===== config.mk =====
export PLATFORM = sky130hd
export DESIGN_NAME = obs_split_sequencer_97bit
export DESIGN_NICKNAME = d
export VERILOG_FILES = /design/src/rtl/obs_split_sequencer_97bit.sv
export SDC_FILE = /design/constraint.sdc
export NUM_CORES = 1
export LEC_CHECK = 0
export CAP_MARGIN = 10
export CORE_UTILIZATION = 33
export DETAILED_ROUTE_END_ITERATION = 10
export SLEW_MARGIN = 20
export SYNTH_ARGS = -nofsm -noshare
export SYNTH_HDL_FRONTEND = slang
export SYNTH_SLANG_ARGS = --single-unit

===== constraint.sdc =====
create_clock -name clk -period 2.2 [get_ports clk]
set_input_delay 0.33 -clock clk [delete_from_list [all_inputs] [get_ports clk]]
set_output_delay 0.33 -clock clk [all_outputs]
set_load 0.03 [all_outputs]

===== src/rtl/obs_split_sequencer_97bit.sv =====
// obs_split_sequencer_97bit: splits 193-bit GF(2) operands into even/odd halves and issues four 97-bit sub-product requests
module obs_split_sequencer_97bit #(
    parameter int N = 193
) (
    input  logic               clk,
    input  logic               rst_n,
    input  logic               in_valid,
    output logic               in_ready,
    input  logic [N-1:0]       a_in,
    input  logic [N-1:0]       b_in,
    output logic               sub_valid,
    input  logic               sub_ready,
    output logic [1:0]         sub_idx,
    output logic [(N+1)/2-1:0] sub_a,
    output logic [(N+1)/2-1:0] sub_b,
    output logic               sub_last,
    output logic               busy
);
    localparam int H = (N + 1) / 2;
    typedef enum logic {IDLE, ISSUE} state_t;
    state_t state_q, state_d;
    logic [1:0] idx_q, idx_d, sub_idx_q, sub_idx_d;
    logic sub_last_q, sub_last_d;
    logic [H-1:0] ae_q, ae_d, ao_q, ao_d, be_q, be_d, bo_q, bo_d;
    logic [H-1:0] sub_a_q, sub_a_d, sub_b_q, sub_b_d;
    logic [H-1:0] a_e, a_o, b_e, b_o;
    always_comb begin
        a_e = '0;
        a_o = '0;
        b_e = '0;
        b_o = '0;
        for (int k = 0; k < H; k++) begin
            a_e[k] = a_in[2*k];
            b_e[k] = b_in[2*k];
        end
        for (int k = 0; k < H - 1; k++) begin
            a_o[k] = a_in[2*k+1];
            b_o[k] = b_in[2*k+1];
        end
    end
    // payload lives in its own registers so it keeps the last request after idx wraps
    always_comb begin
        state_d    = state_q;
        idx_d      = idx_q;
        ae_d       = ae_q;
        ao_d       = ao_q;
        be_d       = be_q;
        bo_d       = bo_q;
        sub_a_d    = sub_a_q;
        sub_b_d    = sub_b_q;
        sub_idx_d  = sub_idx_q;
        sub_last_d = sub_last_q;
        if (state_q == IDLE) begin
            if (in_valid) begin
                state_d    = ISSUE;
                idx_d      = 2'd0;
                ae_d       = a_e;
                ao_d       = a_o;
                be_d       = b_e;
                bo_d       = b_o;
                sub_a_d    = a_e;
                sub_b_d    = b_e;
                sub_idx_d  = 2'd0;
                sub_last_d = 1'b0;
            end
        end else if (sub_ready) begin
            if (idx_q == 2'd3) begin
                state_d = IDLE;
                idx_d   = 2'd0;
            end else begin
                idx_d      = idx_q + 2'd1;
                sub_a_d    = idx_d[1] ? ao_q : ae_q;
                sub_b_d    = idx_d[0] ? bo_q : be_q;
                sub_idx_d  = idx_d;
                sub_last_d = idx_d == 2'd3;
            end
        end
    end
    always_ff @(posedge clk or negedge rst_n) begin
        if (!rst_n) begin
            state_q    <= IDLE;
            idx_q      <= '0;
            ae_q       <= '0;
            ao_q       <= '0;
            be_q       <= '0;
            bo_q       <= '0;
            sub_a_q    <= '0;
            sub_b_q    <= '0;
            sub_idx_q  <= '0;
            sub_last_q <= 1'b0;
        end else begin
            state_q    <= state_d;
            idx_q      <= idx_d;
            ae_q       <= ae_d;
            ao_q       <= ao_d;
            be_q       <= be_d;
            bo_q       <= bo_d;
            sub_a_q    <= sub_a_d;
            sub_b_q    <= sub_b_d;
            sub_idx_q  <= sub_idx_d;
            sub_last_q <= sub_last_d;
        end
    end
    assign in_ready  = state_q == IDLE;
    assign busy      = state_q == ISSUE;
    assign sub_valid = state_q == ISSUE;
    assign sub_idx   = sub_idx_q;
    assign sub_a     = sub_a_q;
    assign sub_b     = sub_b_q;
    assign sub_last  = sub_last_q;
endmodule


==> results of run 1 <==
-- logic make-up (layout without fill, tap and decap cells) --
group / count (synthesis) / in the layout
fa+ha+maj: 2 / 2
xor+xnor: 1 / 1
simple gates: 1366 / 1366
mux: 194 / 194
flops: 586 / 586
compound gates: 202 / 202
buf+inv: 178 / 817
other cells: 0 / 5
-- area by class of cell --
type	count	share of cell area
Sequential cell	586	0.422
Timing Repair Buffer	696	0.208
Antenna cell	5	0.000360
Inverter	3	0.000324
Multi-Input combinational cell	1765	0.271
Clock inverter	24	0.00659
Clock buffer	94	0.0561
Tap cell	978	0.0352
-- repair_timing --
action | CTS | global route
hold endpoints to repair | 33 | 0
gates resized for setup | 2 | 0
endpoints found under the setup margin | 2 | 0
setup buffers | 0 | 0
hold buffers | 1 | 0
-- registers in the layout (all words and copies together), names as in the netlist --
signal and count:
ae_q 97, be_q 97, sub_a 97, sub_b 97, ao_q 96, bo_q 96
idx_q 2, sub_idx 2, busy 1, sub_last 1
-- metrics by stage --
step | instances | area [µm²] | hold slack [ns] | worst slack [ns] | utilization
2_1_floorplan | 2529 | 25300 | 0.0344 | 0.277 | -
3_3_place_gp | 4027 | 32600 | 0.352 | 0.250 | 0.429
3_5_place_dp | 4027 | 32600 | 0.357 | 0.178 | 0.429
4_1_cts | 4146 | 34700 | 0.204 | 0.0484 | 0.458
5_1_grt | 4150 | 34700 | 0.252 | 0.0465 | 0.458
6_report | 4151 | 34800 | 0.264 | 0.136 | 0.458
-- synth_stat cells, types with 2 or more instances --
| cell | instances |
|---|---|
| ha_1 | 2 |
| buf_4 | 13 |
| nand3_1 | 196 |
| o211ai_2 | 101 |
| and3_1 | 2 |
| buf_2 | 101 |
| clkbuf_1 | 10 |
| dfrtp_1 | 586 |
| inv_1 | 3 |
| nand2b_1 | 2 |
| nand2_1 | 1162 |
| o211ai_1 | 91 |
| o21ai_0 | 5 |
| a21oi_1 | 2 |
| mux2i_1 | 194 |
| buf_6 | 49 |
-- tightest hold or removal path: cells and delay by family --
| kind | cells | cell delay (ns) |
|---|---|---|
| buffers and inverters | 1 | 0.40 |
| and+or+nand+nor | 2 | 0.10 |
-- power groups by stage --
stage          clock [mW]  sequential, mW  combinational [mW]
2_1_floorplan           0            21.0                12.1
3_3_place_gp            0            18.6                22.3
3_5_place_dp            0            18.7                22.6
4_1_cts              11.4            18.5                22.7
5_1_grt              11.8            19.1                24.4
6_report             11.1            18.5                22.4
-- worst max-delay path by stage --
stage | cells past startpoint | from | to | slack [ns]
after floorplan | 9 | idx_q[0]$_DFFE_PN0P_ | sub_a[88]$_DFFE_PN0P_ | 0.28
after global placement | 6 | in_valid | sub_b[55]$_DFFE_PN0P_ | 0.25
after detailed placement | 6 | in_valid | sub_a[67]$_DFFE_PN0P_ | 0.18
after CTS | 1 | sub_idx[0]$_DFFE_PN0P_ | sub_idx[0] | 0.05
after global routing | 1 | sub_idx[0]$_DFFE_PN0P_ | sub_idx[0] | 0.05
final | 1 | sub_idx[0]$_DFFE_PN0P_ | sub_idx[0] | 0.14
-- layer usage --
| metal | up-vias | global-route usage |
|---|---|---|
| met2 | 552 | 0.305 |
| met5 | - | 0 |
| li1 | 9538 | - |
| met1 | 9666 | 0.253 |
| met3 | 122 | 0.0450 |
| met4 | 2 | 0.0649 |
==> flow_metrics.py, run 1 <==
metrics = {
    "setup_path": {
        "worstRegToRegCells": 6,
        "critPathMaxFanout": 3,
        "required_ns": 1.87,
        "start_kind": "register",
        "cp-end-kind": "output port",
        "max_stage_delay_ns": 0.76,
        "worst_r2r_endpoint": "sub_b[47]$_DFFE_PN0P_",
        "timing.rr.start": "idx_q[0]$_DFFE_PN0P_",
        "worstPathBufferInverterCount": 1,
        "worstPathCellList": "clkdlybuf4s50_1",
        "rrSetupSlack_ns": 0.38,
        "path_delay_family": "buffers and inverters",
        "crit_slowest_cell": "clkdlybuf4s50_1",
        "arrival_ns": 1.73,
        "criticalPathCategory": "register to output port",
    },
    "worst_hold_path": {
        "hold_path.class": "input port to register",
        "min_path_cells": 3,
        "hp-start": "b_in[87]",
        "hold_end": "bo_q[43]$_DFFE_PN0P_",
    },
    "synthesis": {
        "synth_simple_gate_area_frac": 0.214,
        "yosysTopAreaCellShare": 0.581,
        "synth_top_family_by_area": "simple AND/OR/NAND/NOR gates",
        "synthCells": 2529,
        "synth_area_leader_cell": "dfrtp_1",
        "synthTopCellsByArea": "dfrtp_1, nand2_1, mux2i_1",
        "synth_compound_area_frac": 0.0795,
        "synth.distinct_cells": 26,
        "synth_area_um2": 25300,
        "synth_nets": 2921,
        "yosys_register_bits": 586,
        "muxShareOfSynthArea": 0.0769,
        "yosysWarnings": 0,
        "synth_edf_count": 0,
        "synth_xor_area_frac": 0.000347,
        "avgSynthCellArea_um2": 9.99,
        "synth_fa_ha_area_frac": 0.000991,
        "synthFlopType": "dfrtp_1",
        "seq_area_frac_synth": 0.581,
        "async_flop_share": 1.00,
    },
    "placed_design": {
        "hpwl_mm": 53.8,
        "gp_congestion": 0.817,
        "io_buffers": 589,
    },
    "pwr": {
        "p_switching_mw": 20.0,
        "p_seq_frac": 0.356,
        "power_frac_clock": 0.213,
        "p_int_mw": 31.9,
        "comb_power_share": 0.431,
        "p_leak_nw": 16.9,
        "switching_share": 0.386,
        "power_density_nw_per_um2": 1490,
        "vdd_drop_max_mv": 0.813,
        "power_mw": 51.9,
    },
    "timing": {
        "clock.fmax_ghz": 0.485,
        "hold_viol": 0,
        "max-slew-margin-rel": 0.366,
        "final_max_slew_viol_count": 0,
        "rsz0062_at_grt": "no",
        "fin_crit_sh": 0.938,
        "finalSetupTns_ns": 0,
        "skew_ns": 0.0219,
        "period_needed_ns": 2.06,
        "finalSetupViolCount": 0,
        "worst_slew_pin_slew_ns": 0.951,
    },
    "drt": {
        "drc": 0,
        "wl_met2_mm": 35.4,
        "dr_total_vias": 19900,
        "wire_per_inst_um": 18.1,
        "wl_met3_mm": 4.73,
        "drt.antenna.violating_nets": 0,
        "top_layer": "met5",
        "drt-initial-drc-count": 1318,
        "viasPerCell": 4.79,
        "wl_met1_mm": 32.7,
        "wl_mm": 75.0,
        "first_pass_iters": 7,
    },
    "cts": {
        "clock_path_buffers": 3,
        "cts.clk_slew.worst_paths_ns": 0.06,
        "htreeDepth": 3,
        "clock_sinks": 586,
        "cts_made_buffers": 67,
        "tritoncts": "built",
        "insertion_delay_ns": 0.59,
        "cts_root_buffer": "clkbuf_16",
    },
    "cells_and_area": {
        "final_cell_mix": "nand2_1, dfrtp_1, clkdlybuf4s50_1",
        "layout.cells.most_common": "nand2_1",
        "seqCellArea_um2": 14700,
        "fillCellCount": 7154,
        "multi_input_area_um2": 9420,
        "drive_gt1_frac": 0.102,
        "area_growth_pct": 37.6,
        "fin_nets": 3511,
    },
    "floorplanning": {
        "die_x_um": 279,
        "die_height_um": 279,
        "core_um2": 75800,
        "initial_core_util": 0.333,
        "dieArea_um2": 77700,
        "io_pins": 590,
        "fp-row-count": 101,
    },
    "global_routing": {
        "grt_pass1_wl_mm": 117,
        "grt_use_total": 0.191,
        "grt_pass1_vias": 20300,
        "grt_max_degree": 98,
        "antenna_found_initial": 6,
        "overflow": 0,
    },
    "job": {
        "drv_cap": 0,
    },
    "run_status": {
        "status": "complete, no violations",
    },
}
Power figures use the tool's default switching activity.
==> run 2, diff against run 1 <==
--- a/config.mk
+++ b/config.mk
@@ -8,7 +8,6 @@
 export CAP_MARGIN = 10
 export CORE_UTILIZATION = 33
 export DETAILED_ROUTE_END_ITERATION = 10
-export SLEW_MARGIN = 20
 export SYNTH_ARGS = -nofsm -noshare
 export SYNTH_HDL_FRONTEND = slang
 export SYNTH_SLANG_ARGS = --single-unit
==> results of run 2 <==
Same layout as run 1: the final DEF is identical, and so are final timing and power.
==> run 3, diff against run 2 <==
--- a/config.mk
+++ b/config.mk
@@ -8,6 +8,7 @@
 export CAP_MARGIN = 10
 export CORE_UTILIZATION = 33
 export DETAILED_ROUTE_END_ITERATION = 10
+export GPL_ROUTABILITY_DRIVEN = 0
 export SYNTH_ARGS = -nofsm -noshare
 export SYNTH_HDL_FRONTEND = slang
 export SYNTH_SLANG_ARGS = --single-unit
==> results of run 3 <==
Same layout as run 1: the final DEF is identical, and so are final timing and power.
